`src/rtl/mac_pkg.sv`:
```
// Shared accumulator helpers: signed range limits and overflow detection for
// ACC_W-bit results computed with one guard bit.
package mac_pkg;

    function automatic longint acc_max(input int w);
        return (longint'(1) <<< (w - 1)) - longint'(1);
    endfunction

    function automatic longint acc_min(input int w);
        return -(longint'(1) <<< (w - 1));
    endfunction

    // A guard bit that disagrees with the result sign means the sum left the signed range.
    function automatic logic add_ovf(input logic guard, input logic msb);
        return guard ^ msb;
    endfunction

    // Overflow direction follows the guard bit: 1 = negative overflow.
    function automatic logic clamp_low(input logic guard);
        return guard;
    endfunction

endpackage

```
`src/rtl/mac_sat_add.sv`:
```
// Combinational ACC_W-bit signed add with one guard bit, overflow detect and
// optional clamp to the signed bounds.
module mac_sat_add
    import mac_pkg::*;
#(
    parameter int ACC_W    = 19,
    parameter bit SATURATE = 1'b1
) (
    input  logic signed [ACC_W-1:0] op_a,
    input  logic signed [ACC_W-1:0] op_b,
    output logic signed [ACC_W-1:0] sum,
    output logic                    ovf
);

    localparam logic signed [ACC_W-1:0] MAX_VAL = ACC_W'(acc_max(ACC_W));
    localparam logic signed [ACC_W-1:0] MIN_VAL = ACC_W'(acc_min(ACC_W));

    logic signed [ACC_W:0] wide_sum;

    always_comb begin
        wide_sum = (ACC_W+1)'(op_a) + (ACC_W+1)'(op_b);
        ovf      = add_ovf(wide_sum[ACC_W], wide_sum[ACC_W-1]);
        sum      = wide_sum[ACC_W-1:0];
        if (SATURATE && ovf) begin
            sum = clamp_low(wide_sum[ACC_W]) ? MIN_VAL : MAX_VAL;
        end
    end

endmodule

```
`src/rtl/mac_stream_acc.sv`:
```
// Two-stage streaming signed MAC: stage 1 registers a*b, stage 2 accumulates
// into a dot product closed by in_last and presented on a held output register.
module mac_stream_acc
    import mac_pkg::*;
#(
    parameter int DATA_W   = 8,
    parameter int ACC_W    = 19,
    parameter int CNT_W    = 8,
    parameter bit SATURATE = 1'b1
) (
    input  logic                     clk,
    input  logic                     rst_n,
    input  logic                     in_valid,
    output logic                     in_ready,
    input  logic                     in_last,
    input  logic signed [DATA_W-1:0] a,
    input  logic signed [DATA_W-1:0] b,
    output logic                     out_valid,
    input  logic                     out_ready,
    output logic signed [ACC_W-1:0]  out_data,
    output logic                     out_ovf,
    output logic [CNT_W-1:0]         out_count
);

    localparam int PROD_W = 2 * DATA_W;

    logic                     en;
    logic                     accept;
    logic                     step;
    logic                     load;

    logic                     p_valid_reg;
    logic                     p_last_reg;
    logic signed [PROD_W-1:0] prod_reg;

    logic signed [ACC_W-1:0]  acc_reg;
    logic                     first_reg;
    logic                     ovf_reg;
    logic [CNT_W-1:0]         cnt_reg;

    logic                     out_valid_reg;
    logic signed [ACC_W-1:0]  out_data_reg;
    logic                     out_ovf_reg;
    logic [CNT_W-1:0]         out_count_reg;

    logic signed [ACC_W-1:0]  add_a;
    logic signed [ACC_W-1:0]  add_b;
    logic signed [ACC_W-1:0]  sum_next;
    logic                     sum_ovf;
    logic                     ovf_next;
    logic [CNT_W-1:0]         cnt_next;

    // Whole pipeline freezes only while a finished result waits on downstream.
    assign en       = !(out_valid_reg && !out_ready);
    assign in_ready = en;
    assign accept   = in_valid && en;
    assign step     = en && p_valid_reg;
    assign load     = step && p_last_reg;

    assign add_a    = first_reg ? '0 : acc_reg;
    assign add_b    = ACC_W'(prod_reg);
    assign ovf_next = sum_ovf | (!first_reg & ovf_reg);
    assign cnt_next = first_reg ? CNT_W'(1) : cnt_reg + CNT_W'(1);

    mac_sat_add #(
        .ACC_W    (ACC_W),
        .SATURATE (SATURATE)
    ) u_sat_add (
        .op_a (add_a),
        .op_b (add_b),
        .sum  (sum_next),
        .ovf  (sum_ovf)
    );

    always_ff @(posedge clk or negedge rst_n) begin
        if (!rst_n) begin
            p_valid_reg <= 1'b0;
            p_last_reg  <= 1'b0;
            prod_reg    <= '0;
        end else if (en) begin
            p_valid_reg <= accept;
            if (accept) begin
                p_last_reg <= in_last;
                prod_reg   <= PROD_W'(a) * PROD_W'(b);
            end
        end
    end

    always_ff @(posedge clk or negedge rst_n) begin
        if (!rst_n) begin
            acc_reg   <= '0;
            first_reg <= 1'b1;
            ovf_reg   <= 1'b0;
            cnt_reg   <= '0;
        end else if (step) begin
            ovf_reg <= ovf_next;
            cnt_reg <= cnt_next;
            if (p_last_reg) begin
                first_reg <= 1'b1;
            end else begin
                acc_reg   <= sum_next;
                first_reg <= 1'b0;
            end
        end
    end

    // A load in the handshake cycle keeps out_valid high with the new result.
    always_ff @(posedge clk or negedge rst_n) begin
        if (!rst_n) begin
            out_valid_reg <= 1'b0;
            out_data_reg  <= '0;
            out_ovf_reg   <= 1'b0;
            out_count_reg <= '0;
        end else if (load) begin
            out_valid_reg <= 1'b1;
            out_data_reg  <= sum_next;
            out_ovf_reg   <= ovf_next;
            out_count_reg <= cnt_next;
        end else if (out_ready) begin
            out_valid_reg <= 1'b0;
        end
    end

    assign out_valid = out_valid_reg;
    assign out_data  = out_data_reg;
    assign out_ovf   = out_ovf_reg;
    assign out_count = out_count_reg;

endmodule

```
`config.mk`:
```
export PLATFORM = sky130hd
export DESIGN_NAME = mac_stream_acc
export DESIGN_NICKNAME = d
export VERILOG_FILES = /design/src/rtl/mac_pkg.sv /design/src/rtl/mac_sat_add.sv /design/src/rtl/mac_stream_acc.sv
export SDC_FILE = /design/constraint.sdc
export NUM_CORES = 1
export LEC_CHECK = 0
export BUFFER_PORTS_ARGS = -buffer_cell sky130_fd_sc_hd__buf_2
export CAP_MARGIN = 25
export CORE_MARGIN = 3
export CORE_UTILIZATION = 25
export CTS_BUF_LIST = sky130_fd_sc_hd__clkbuf_8
export DETAILED_ROUTE_END_ITERATION = 6
export GPL_TIMING_DRIVEN = 0
export PLACE_DENSITY = 0.46
export REMOVE_ABC_BUFFERS = 1
export SYNTH_ARGS = -nofsm -noshare
export SYNTH_HDL_FRONTEND = slang
export SYNTH_SLANG_ARGS = --single-unit
```
`constraint.sdc`:
```
create_clock -name clk -period 4.85 [get_ports clk]
set_clock_uncertainty 0.2 [all_clocks]
set_input_delay 0.485 -clock clk [delete_from_list [all_inputs] [get_ports clk]]
set_output_delay 0.485 -clock clk [all_outputs]
set_load 0.02 [all_outputs]
```
==> results.sh <==
export IMPL_syn_area_per_cell_sq_um=8.93
export IMPL_place_gp_congestion=0.811
export IMPL_chipHeight_um=170
export IMPL_core_sq_um=26300
export IMPL_critical_path_class="input port to flop"
export IMPL_dp_cells=1118
export IMPL_vias_per_cell=4.41
export IMPL_initial_core_util_pct=25.6
export IMPL_cts_inserted_buffers=9
export IMPL_met2WireLength_um=6340
export IMPL_yosys_top_cells_count="nand2_1, inv_1, dfrtp_1"
export IMPL_yosysMostFrequentCell="nand2_1"
export IMPL_overflow=0
export IMPL_max_stage_delay_ns=0.54
export IMPL_required_ns=4.89
export IMPL_path_clk_slew_ns=0.08
export IMPL_wl_met1_um=8090
export IMPL_fin_area_sq_um=7620
export IMPL_crit_arrival_ns=4.62
export IMPL_postCtsSetupRepairBufs=0
export IMPL_die_w_um=170
export IMPL_antenna_found_initial=0
export IMPL_diodes=0
export IMPL_cts_num_sinks=76
export IMPL_cts_tree="yes"
export IMPL_r2r_start="first_reg"
export IMPL_layout_min_cycle_time_ns=4.59
export IMPL_cts_buffer_depth=2
export IMPL_syn_to_final_growth_pct=13.1
export IMPL_ir_worst_vdd_uv=155
export IMPL_synth_area_leader_cell="dfrtp_1"
export IMPL_grt_pass1_wl_um=26500
export IMPL_fmax_mhz=218
export IMPL_synth_seq_area_share_pct=28.2
export IMPL_insertion_delay_ns=0.37
export IMPL_grt_pass1_vias=5192
export IMPL_period_share_pct=94.5
export IMPL_firstDrtPassIters=4
export IMPL_slew_violations=0
export IMPL_path_cells="buf_2 > and2_1 > ha_2 > inv_1 > fa_1 > inv_1 > fa_1 > inv_1 > fa_1 > inv_1 > ha_1 > inv_1 > a21oi_2 > o31a_1 > o211ai_1 > a2111oi_1 > or3b_2"
export IMPL_routed_wl_um=15100
export IMPL_dpl_instance_area_sq_um=7360
export IMPL_drive_gt1_share_pct=11.0
export IMPL_critPathMostFrequentCell="inv_1"
export IMPL_syn_inst=755
export IMPL_drtIter0Drc=272
export IMPL_stdcell_count=1135
export IMPL_cp_slowest_cell="fa_1"
export IMPL_rrSetupSlack_ns=0.37
export IMPL_post_drt_wl_per_cell_um=13.3
export IMPL_top_layer="met4"
export IMPL_hold_viol=0
export IMPL_cts_root_buf="clkbuf_8"
export IMPL_io_pins=51
export IMPL_synthArstFlopShare_pct=100
export IMPL_drcViolationCount=0
export IMPL_cp_max_fo=8
export IMPL_powerDensity_nw_per_um2=638
export IMPL_crit_path_start="b[0]"
export IMPL_critPathCapture="prod_reg[14]"
export IMPL_rr_worst_depth=11
export IMPL_utilization_pct=29.0
export IMPL_detail_route_antenna_nets=0
export IMPL_end_kind="flop"
export IMPL_fin_nets=921
export IMPL_power_leakage_uw=0.00361
export IMPL_synth_ff_type="dfrtp_1"
export IMPL_cp_depth=17
export IMPL_status="complete, no violations"
export IMPL_route_vias_total=5006
export IMPL_start_kind="input port"
export IMPL_relSlewSlack_pct=24.7
export IMPL_worst_path_buf_inv=6
export IMPL_fp_dieArea_sq_um=29000
export IMPL_grt_start_max_net_pins=48
export IMPL_cap_viol_max_count=0
export IMPL_yosys_area_top_type_share_pct=27.8
export IMPL_ys_top_cells_by_area="dfrtp_1, fa_1, ha_1, nand2_1, inv_1"
export IMPL_crit_family="adder cells"
export IMPL_reg2reg_to="acc_reg[9]"
export IMPL_ys_seq_elements=76
export IMPL_ys_warn_count=0
export IMPL_grt_use_total_pct=11.1
export IMPL_synth_edf_count=0
export IMPL_synth_cell_type_count=54
export IMPL_num_rows=59
export IMPL_rsz0062_at_grt="no"
export IMPL_setup_viol=0
export IMPL_tightestPinTransition_ns=1.13
export IMPL_dr_wl_met3_um=459
export IMPL_synth_area_sq_um=6740
export IMPL_dp_hpwl_um=11600
export IMPL_io_buffers=50
export IMPL_cts_max_level=3
export IMPL_hold_path_class="input port to flop"
[final cells by class]
cell class / count / area [sq um]
Clock inverter: 6 / 81.3
Clock buffer: 10 / 138
Tap cell: 335 / 419
Fill cell: 2832 / 18700
Timing Repair Buffer: 53 / 318
Multi-Input combinational cell: 559 / 4400
Sequential cell: 76 / 1900
Inverter: 96 / 360
[repair_timing]
action                                 in CTS  in global routing
pin swaps                                   0                  2
resized for setup                           1                  6
gates cloned                                0                  0
endpoints found under the hold margin      29                  0
setup endpoints to repair                  23                  2
hold buffers                                1                  0
[power breakdown]
group | switching, uW | internal (uW) | total (uW)
clock network | 246 | 300 | 547
logic | 1910 | 1270 | 3180
registers | 210 | 923 | 1130
total | 2360 | 2500 | 4860
[placed cells by master, fill, tap and decap left out, types with 3 or more instances in the layout]
master    Yosys  layout
nand2_1     101     101
inv_1        96      98
dfrtp_1      75      75
fa_1         56      56
buf_2         4      49
and2_1       47      47
ha_1         49      47
o21ai_0      47      46
a21oi_1      41      40
nor2b_1      28      28
nor2_1       23      23
o21ai_1      23      23
xnor2_1      19      19
a21o_1       13      13
xor2_1       12      12
clkbuf_8      0      10
nor3_1        9       9
mux2_2        8       8
nand3_1       9       8
o31ai_1       8       8
o21a_1        7       7
a31oi_1       5       5
nand2b_1      4       4
and3_1        4       4
a211oi_1      4       4
o211ai_1      3       3
a31o_1        3       3
nand4_1       3       3
o21ai_2       2       3
nor3b_1       3       3
mux2i_1       3       3
or3_1         3       3
[logic make-up (layout without fill, tap and decap cells)]
group	Yosys count	after routing	synth area share, %
DFF	76	76	28.2
muxes	11	11	1.78
buffers and inverters	120	165	7.04
AOI/OAI and AO/OA	173	173	15.8
adders and majority gates	106	106	25.9
xor gates and xnor gates	31	31	4.03
and+or+nand+nor	238	238	17.3
[per-layer routing]
metal / vias up / GRT usage (%)
met5: - / 0
met4: 0 / 3.28
met3: 11 / 1.05
met2: 77 / 17.2
met1: 2344 / 16.3
li1: 2574 / -
[stage by stage]
stage	power (uW)	hold slack [ns]	setup WS, ns	setup TNS [ns]
finish	4860	0.151	0.264	0
global route	5430	0.141	0.0117	0
CTS	4900	0.126	0.0812	0
detailed placement	4310	0.259	-0.303	-0.844
global placement	4300	0.255	-0.334	-0.838
floorplan	3510	-0.0106	0.0971	0
[worst min path at each step]
stage,from,end,slack (ns),depth (start not counted)
global placement,out_count[4],out_count[4],0.25,2
CTS,in_last,p_last_reg,0.13,2
finish,in_last,p_last_reg,0.15,2
detailed placement,rst_n,out_count[2],0.26,1
floorplan,rst_n,acc_reg[0],-0.01,0
global route,in_last,p_last_reg,0.14,2
Note: power is estimated with default switching activity, not from simulation.
